===== config.mk =====
export PLATFORM = sky130hd
export DESIGN_NAME = uart_rx
export DESIGN_NICKNAME = d
export VERILOG_FILES = /design/src/rtl/uart_rx.sv
export SDC_FILE = /design/constraint.sdc
export NUM_CORES = 1
export LEC_CHECK = 0
export ABC_AREA = 1
export CAP_MARGIN = 20
export CORE_ASPECT_RATIO = 0.8
export CORE_UTILIZATION = 59
export CTS_CLUSTER_SIZE = 8
export DETAILED_ROUTE_END_ITERATION = 7
export GPL_TIMING_DRIVEN = 0
export PLACE_DENSITY_LB_ADDON = 0.3
export SLEW_MARGIN = 20
export SYNTH_ARGS = -nofsm -noshare
export SYNTH_HDL_FRONTEND = slang
export SYNTH_SLANG_ARGS = --single-unit

===== constraint.sdc =====
create_clock -name clk -period 3.45 [get_ports clk]
set_input_delay 0.345 -clock clk [delete_from_list [all_inputs] [get_ports clk]]
set_output_delay 0.345 -clock clk [all_outputs]
set_load 0.01 [all_outputs]

===== src/rtl/uart_rx.sv =====
// rtl/uart_rx.sv - 16x oversampling UART receiver (start, DBIT data bits LSB first, stop)
module uart_rx #(
  parameter int DBIT    = 8,
  parameter int SB_TICK = 16
) (
  input  logic            clk,
  input  logic            rst_n,
  input  logic            rx,
  input  logic            s_tick,
  output logic [DBIT-1:0] dout,
  output logic            rx_done_tick,
  output logic            frame_err,
  output logic            busy
);

  localparam int NW = (DBIT > 1) ? $clog2(DBIT) : 1;

  typedef enum logic [1:0] {
    IDLE,
    START,
    DATA,
    STOP
  } state_t;

  state_t          state;
  logic [4:0]      s_cnt;
  logic [NW-1:0]   n_cnt;
  logic [DBIT-1:0] shift;
  logic            rx_meta;
  logic            rx_s;
  logic [DBIT:0]   shift_ext;

  // New bit enters at the MSB so the first (LSB) bit ends up at bit 0.
  assign shift_ext = {rx_s, shift};

  // Two-flop synchronizer for the asynchronous line; resets to idle-high.
  always_ff @(posedge clk or negedge rst_n) begin
    if (!rst_n) begin
      rx_meta <= 1'b1;
      rx_s    <= 1'b1;
    end else begin
      rx_meta <= rx;
      rx_s    <= rx_meta;
    end
  end

  // Receive FSM with registered dout, done/error pulses and busy flag.
  always_ff @(posedge clk or negedge rst_n) begin
    if (!rst_n) begin
      state        <= IDLE;
      s_cnt        <= '0;
      n_cnt        <= '0;
      shift        <= '0;
      dout         <= '0;
      rx_done_tick <= 1'b0;
      frame_err    <= 1'b0;
      busy         <= 1'b0;
    end else begin
      rx_done_tick <= 1'b0;
      frame_err    <= 1'b0;
      case (state)
        IDLE: begin
          // Falling edge is seen every clk; qualification happens at mid-bit.
          if (!rx_s) begin
            state <= START;
            s_cnt <= '0;
            busy  <= 1'b1;
          end
        end
        START: begin
          if (s_tick) begin
            if (s_cnt == 5'd7) begin
              if (!rx_s) begin
                state <= DATA;
                s_cnt <= '0;
                n_cnt <= '0;
              end else begin
                // Line went back high before mid-bit: treat as noise.
                state <= IDLE;
                busy  <= 1'b0;
              end
            end else begin
              s_cnt <= s_cnt + 5'd1;
            end
          end
        end
        DATA: begin
          if (s_tick) begin
            if (s_cnt == 5'd15) begin
              shift <= shift_ext[DBIT:1];
              s_cnt <= '0;
              if (n_cnt == NW'(DBIT - 1)) begin
                state <= STOP;
              end else begin
                n_cnt <= n_cnt + 1'b1;
              end
            end else begin
              s_cnt <= s_cnt + 5'd1;
            end
          end
        end
        STOP: begin
          if (s_tick) begin
            if (s_cnt == 5'(SB_TICK - 1)) begin
              // Word is delivered even on a bad stop bit; frame_err flags it.
              dout         <= shift;
              rx_done_tick <= 1'b1;
              frame_err    <= ~rx_s;
              s_cnt        <= '0;
              state        <= IDLE;
              busy         <= 1'b0;
            end else begin
              s_cnt <= s_cnt + 5'd1;
            end
          end
        end
        default: begin
          state <= IDLE;
          busy  <= 1'b0;
        end
      endcase
    end
  end

endmodule


[Word-level counts from Yosys, hierarchy flattened]
Index checks and enable logic that the tools add are counted.
Word-level totals
  bits in registers: 31
  bits of input ports: 4
  output and inout bits: 11
  logic and storage cells: 77
Cells by class
  add/subtract/negate cells: 2
  equal/unequal tests: 18
  multiplexer cells: 36
  bitwise operators: 1
  reductions and logical operators: 10
Operator list (count)
  two-way mux 5 bit: 5
  != test 2 bit (second input constant): 11
  two-way mux 2 bit: 9
  two-way mux 3 bit: 6
  one-hot mux 5 bit (3 select lines): 1
  AND reduction 7 bit: 2
  two-way mux 1 bit: 12
  one-hot mux 2 bit (4 select lines): 1
  AND reduction 8 bit: 1
  one-hot mux 3 bit (2 select lines): 1
  AND reduction 3 bit: 2
  adder 5 x 1 -> 5 bit (second input constant): 1
  == test 5 x 3 -> 1 bit (second input constant): 1
  == test 5 x 4 -> 1 bit (second input constant): 1
  == test 2 bit (second input constant): 2
  adder 3 x 1 -> 3 bit (second input constant): 1
  == test 3 bit (second input constant): 1
  one-hot mux 1 bit (3 select lines): 1
  nonzero test 3 bit: 1
  == test 2 x 1 -> 1 bit (second input constant): 1
  logical NOT 2 bit: 1
  != test 2 x 1 -> 1 bit (second input constant): 1
  AND reduction 2 bit: 1
  nonzero test 2 bit: 1
  other kinds (2): 2

[Depth between registers and ports, before layout]
Gate-level depths: netlist of the first run.
  word-level depth: 5
  gate-level depth with buffers: 10
  mapped depth without buffers: 10

[Least setup slack after synthesis of the first run]
Ideal clock, no wire load.
  path type: register to register
  start: reg s_cnt[0]
  end: reg shift[7]
  data arrival time: 1.275 ns
  data required time: 3.331 ns
  path slack: 2.055 ns
  cell stages (with the launch flop): 8
  path buffers: 1
  clock period less this slack: 1.395 ns
  cells stage by stage: dfrtp_1 > ha_1 > nand3_2 > nor2_4 > nand3_2 > buf_4 > nand2_1 > o21ai_2
Between the ends
  word-level cells in the longest chain between the ends: 2
Ends and longest elaborated chain
  from (decl): RTL line 26  | logic [4:0] s_cnt;
  from (signal assigned): RTL line 83  | s_cnt <= s_cnt + 5'd1;
  from (signal assigned): RTL line 98  | s_cnt <= s_cnt + 5'd1;
  from (signal assigned): RTL line 113  | s_cnt <= s_cnt + 5'd1;
  == test 5 x 4 -> 1 bit: RTL line 89  | if (s_cnt == 5'd15) begin
  AND reduction 3 bit (no line)
  to (signal assigned): RTL line 90  | shift <= shift_ext[DBIT:1];
  to (decl): RTL line 28  | logic [DBIT-1:0] shift;
Every way passes these cells.
A chain may end at the register's enable or synchronous reset.

[Final worst setup path of the first run]
  start: reg s_cnt[0]
  end: reg dout[2]
Between the ends
  word-level cells in the longest chain between the ends: 2
Ends and longest elaborated chain
  == test 5 x 4 -> 1 bit: RTL line 104  | if (s_cnt == 5'(SB_TICK - 1)) begin
  AND reduction 3 bit (no line)
  to (signal assigned): RTL line 106  | dout <= shift;
  to (decl): RTL line 10  | output logic [DBIT-1:0] dout,
Every way passes these cells.

==> flow_summary.ini, run 1 <==
[run_status]
status = finished, violations left
violations = DRC

[timing]
rsz0062_at_grt = no
fmax_ghz = 0.610
period_share = 0.475
setup_viol = 0
skew_ns = 0.00970
slew_headroom = 0.566
worstMarginPinSlew_ns = 0.651
finalMaxSlewViolations = 0
fin_crit_ns = 1.64
final_hold_viol_count = 0
setup_tns_ns = 0

[global_routing]
grt_pass1_vias = 1067
grt_max_degree = 32
grt_overflow = 0
antenna_found_initial = 0
use_met2 = 0.377
met1_usage = 0.313
top_usage_layer = met2
met3_usage = 0.0618
grt_pass1_wl_um = 4590
grt.total_usage = 0.243

[floorplan]
design.die.area_um2 = 2660
die_w_um = 57.4
dieHeight_um = 46.3
core_um2 = 2230
rows = 15
io_pins = 15
initial_core_util = 0.649

[synthesis]
synth-seq-area-share = 0.537
synthCells = 161
synth_area_leaders = dfrtp_1 (50%), nand2_1 (13%), o21ai_2 (5.4%), inv_1 (4.4%), dfstp_2 (3.6%)
synth_top_area_frac = 0.501
postSynthAreaPerCell_um2 = 9.00
synthTopCellsByCount = nand2_1 (50), dfrtp_1 (29), inv_1 (17), o21ai_2 (9), o21ai_1 (8)
ys_warn_count = 0
synth_most_common_cell = nand2_1
synth_edf_count = 0
synth_cell_types = 22
synth_area_um2 = 1450
synthesis.nets = 169
ys.flop_type = dfrtp_1
ys_seq_elements = 31
synth_top_area_cell = dfrtp_1
async_flop_share = 1.00

[setup_path]
critPathArrivalTime_ns = 1.87
crit_start = s_cnt[0]$_DFFE_PN0P_
cp_max_fo = 10
worstPathRequired_ns = 3.68
reg2reg_from = s_cnt[0]$_DFFE_PN0P_
rrSetupSlack_ns = 1.81
start_kind = register
crit_type = reg -> reg
end_kind = register

[detailed_routing]
drtIter0Drc = 50
dr.pass1.iters = 6
postRouteAntennaNets = 0
routed_wl_um = 2710
routed-via-count = 1111
drcViolationCount = 1
routedWlPerCell_um = 13.0
via_per_inst = 5.34

[clock_tree]
cts-root-buf = clkbuf_4
postCtsSetupRepairBufs = 0
clkTransAtPathRegs_ns = 0.10
ctsResizeCount = 0
cts_sinks = 31
cts_tree = yes
cts_buffer_depth = 2
cts_made_buffers = 5
clk_latency_ns = 0.33
hold_buffers = 0
htreeDepth = 2

[final_layout]
final_core_util = 0.746
stdcell_area_um2 = 1670
nets = 190
multiInputGateArea_um2 = 576
drive_above_1_share = 0.180
fill_cells = 180
diodes = 0
syn2layout_area_growth_pct = 14.9
regArea_um2 = 778

[placement]
io_buffers = 14
hpwl_um = 1980
place_congestion = 0.827
dpl_cell_area_um2 = 1620

[power_and_ir_drop]
peakVddDrop_v = 0.000371
power_density_nw_per_um2 = 542
leakagePower_nw = 0.794

[job]
drv_cap = 0

[min_path]
min_path_type = in -> async
==> path summary, 6_finish.rpt <==
check | to | cells past startpoint
hold reg to reg | rx_s$_DFF_PN1_ | 0
setup reg to reg | dout[2]$_DFFE_PN0P_ | 7
hold / removal | n_cnt[2]$_DFFE_PN0P_ | 1
min in group clk | rx_s$_DFF_PN1_ | 0
setup / recovery | dout[2]$_DFFE_PN0P_ | 7
max in group asynchronous | dout[7]$_DFFE_PN0P_ | 1
==> cell families after synthesis <==
group | share of synthesized area
compound gates | 0.116
xor+xnor | 0.00605
buf+inv | 0.0656
flops | 0.537
fa+ha+maj | 0.0345
simple gates | 0.241
==> where the power goes <==
| part | switching (mW) | leakage (nW) | total, mW | internal, mW |
|---|---|---|---|---|
| combinational | 0.180 | 0.345 | 0.271 | 0.0906 |
| clock | 0.121 | 0.0293 | 0.201 | 0.0793 |
| sequential | 0.0355 | 0.420 | 0.431 | 0.395 |
==> registers in the layout (all words and copies together) (netlist names), named ones only <==
signal        flops
dout              8
shift             8
s_cnt             5
n_cnt             3
busy              1
frame_err         1
rx_done_tick      1
rx_meta           1
rx_s              1
state             1
==> metrics by stage <==
stage	power [mW]	instances	setup slack (ns)	hold slack (ns)
global placement	0.691	200	1.56	0.349
floorplan	0.633	161	2.06	0.0494
detailed placement	0.706	200	1.61	0.350
global route	0.958	208	1.67	0.0905
finish	0.902	208	1.81	0.0264
CTS	0.905	208	1.79	0.0528
==> routing by layer <==
metal	share of wire	vias up	routed length, µm
li1	-	560	-
met1	0.45	505	1230
met2	0.46	37	1240
met3	0.062	9	167
met4	0.027	0	72
met5	0	-	0
==> cell type report <==
type	instances	area share
repair buffers	14	0.0811
flip-flops and latches	31	0.467
clock inverters	1	0.00301
plain buffers	3	0.0120
clock buffers	7	0.0270
inverters	20	0.0451
well taps	25	0.0188
multi-input cells	107	0.346
==> layout by cell type (no fill, tap or decap), drive strengths merged <==
cell type	synthesis	final
nand2	50	50
o21ai	21	21
buf	3	4
clkbuf	0	7
xor2	1	1
or3	1	1
nand3	9	9
dfrtp	29	29
inv	20	20
dfstp	2	2
a21oi	3	3
nand4	4	4
nor2	12	12
ha	4	4
clkdlybuf4s50	0	13
o22ai	1	1
clkinv	0	1
o31ai	1	1
==> critical path, stage by stage, from the launching register on <==
cell     delay [ns]
dfrtp_1        0.40
ha_1           0.23
nand3_2        0.14
nor2_4         0.19
nand3_2        0.21
buf_2          0.26
nand2_1        0.07
o21ai_1        0.05
Power figures use the tool's default switching activity.
==> run 2: changes to the inputs <==
CORE_UTILIZATION = 55   (was 59)
clock period = 1.6 ns   (was 3.45 ns; I/O delays follow)
==> run 2 against run 1 <==
The run now ends clean. Sequential power increased by 120%. Critical path depth is 3 higher. Sequential cell count unchanged. Die area increased by 7.0%. Critical endpoint is now busy$_DFFE_PN0P_. Largest cell class unchanged. Largest power group unchanged.
==> flow_summary.ini, run 2 (synthesized netlist as in run 1, its figures left out) <==
[run_status]
status = finished clean

[timing]
whs_ns = 0.217
setup_viol = 0
slew_headroom = 0.559
rsz0062_at_grt = yes
fmax_ghz = 0.651
setup_tns_ns = 0
finalMaxSlewViolations = 0
worstMarginPinSlew_ns = 0.662
skew_ns = 0.00663
fin_crit_ns = 1.54
worst_slack_ns = 0.0629
period_share = 0.961
final_hold_viol_count = 0

[clock_tree]
clk_latency_ns = 0.34
cts_buffer_depth = 2
cts_sinks = 31
cts_tree = yes
cts_made_buffers = 5
cts-root-buf = clkbuf_4
htreeDepth = 2
clkTransAtPathRegs_ns = 0.09

[setup_path]
cp_slowest_cell = dfrtp_1
worstPathRequired_ns = 1.84
crit_type = reg -> reg
crit_top_cell = nand2_1
crit_buf_inv = 1
cp_top_family = simple AND/OR/NAND/NOR gates
path_cells = ha_4 -> nand2_1 -> inv_1 -> nand2_1 -> nand2_2 -> nand2_1 -> nor2_4 -> nand3_1 -> nand2_1 -> nand2_1
slowest_delay_ns = 0.42
start_kind = register
cp_max_fo = 5
rrSetupSlack_ns = 0.06
critPathArrivalTime_ns = 1.78
end_kind = register

[floorplan]
initial_core_util = 0.588
rows = 16
die_w_um = 59.4
core_um2 = 2460
io_pins = 15
design.die.area_um2 = 2840
dieHeight_um = 47.9

[placement]
hpwl_um = 1930
place_congestion = 0.840
io_buffers = 14
dpl_worst_slack_ns = -0.0359
dpl_cell_area_um2 = 1630
place_inst = 211

[final_layout]
nets = 197
mostFrequentLayoutCells = nand2_1 (49), dfrtp_1 (29), inv_1 (17), clkdlybuf4s50_1 (13)
diodes = 0
drive_above_1_share = 0.221
largestRegisters = dout: 8 flops, shift: 8 flops, s_cnt: 5 flops
final_core_util = 0.725
fill_cells = 183
stdcell_count = 226
stdcell_area_um2 = 1780
final_common_cell = nand2_1
syn2layout_area_growth_pct = 23.1

[power_and_ir_drop]
power_frac_comb = 0.343
swShare = 0.387
p_int_mw = 1.29
switchingPower_mw = 0.812
leakagePower_nw = 0.833
power_density_nw_per_um2 = 1180
peakVddDrop_v = 0.000793
clock_power_share = 0.210
fin_total_pwr_mw = 2.10
seqPwrFrac = 0.447

[detailed_routing]
highest_layer = met4
routed_wl_um = 2970
drt-met1-wl_um = 1320
dr.pass1.iters = 5
drcViolationCount = 0
met3WireLength_um = 132
via_per_inst = 5.08
routedWlPerCell_um = 13.2
wl_met2_um = 1430
routed-via-count = 1148
postRouteAntennaNets = 0
drtIter0Drc = 43

[min_path]
min_path_type = in -> reg

[global_routing]
antenna_found_initial = 0
grt_max_degree = 32
grt_pass1_vias = 990
grt_pass1_wl_um = 4420
grt_overflow = 0
grt.total_usage = 0.224

[job]
drv_cap = 0
-- run 2: cell types whose count changed in the layout (fill, tap and decap cells not counted), moves of 2 or more --
cell	previous run	this run
nand3_4	0	2
nand3_2	3	1
nor2_2	4	2
nor2_4	2	4
buf_4	2	8
-- run 2: path summary, 6_finish.rpt --
check	startpoint	endpoint	cells past startpoint
worst max-delay path	s_cnt[0]$_DFFE_PN0P_	busy$_DFFE_PN0P_	10
worst min-delay path	rx	rx_meta$_DFF_PN1_	1
worst max register to register	s_cnt[0]$_DFFE_PN0P_	busy$_DFFE_PN0P_	10
worst min register to register	rx_meta$_DFF_PN1_	rx_s$_DFF_PN1_	0
max in group asynchronous	rst_n	s_cnt[1]$_DFFE_PN0P_	2
min in group asynchronous	rst_n	shift[2]$_DFFE_PN0P_	2
-- run 2: worst reg2reg max path, cell delays in order (launching register included) --
cell and delay [ns]:
dfrtp_1 0.42, ha_4 0.17, nand2_1 0.06, inv_1 0.08, nand2_1 0.09, nand2_2 0.10
nand2_1 0.10, nor2_4 0.18, nand3_1 0.13, nand2_1 0.08, nand2_1 0.04
-- run 2: layer usage --
layer,global-route usage,up-vias
li1,-,576
met1,0.280,535
met2,0.364,26
met3,0.0649,11
met4,0.114,0
met5,0,-
-- run 2: cell type report --
| cell class | count | area (µm²) | share of cell area |
|---|---|---|---|
| inverter | 20 | 75.1 | 0.0421 |
| multi-input combinational | 107 | 619 | 0.347 |
| clock inverter | 1 | 5.00 | 0.00281 |
| clock buffer | 7 | 45.0 | 0.0252 |
| tap | 36 | 45.0 | 0.0252 |
| buffer | 3 | 26.3 | 0.0147 |
| timing repair buffer | 21 | 190 | 0.107 |
| sequential | 31 | 778 | 0.436 |
-- run 2: timing repair --
action,in CTS,in global routing
pin swaps,1,2
endpoints found under the setup margin,9,22
cloned,0,0
hold endpoints to repair,29,0
gates resized for setup,2,9
setup buffers,1,5
hold buffers,1,0
-- run 2: power by group through the flow --
stage / clock (mW) / sequential [mW] / combinational (mW)
5_1_grt: 0.481 / 0.951 / 0.790
3_5_place_dp: 0 / 0.937 / 0.577
3_3_place_gp: 0 / 0.935 / 0.561
2_1_floorplan: 0 / 0.931 / 0.433
6_report: 0.440 / 0.938 / 0.720
4_1_cts: 0.451 / 0.923 / 0.581
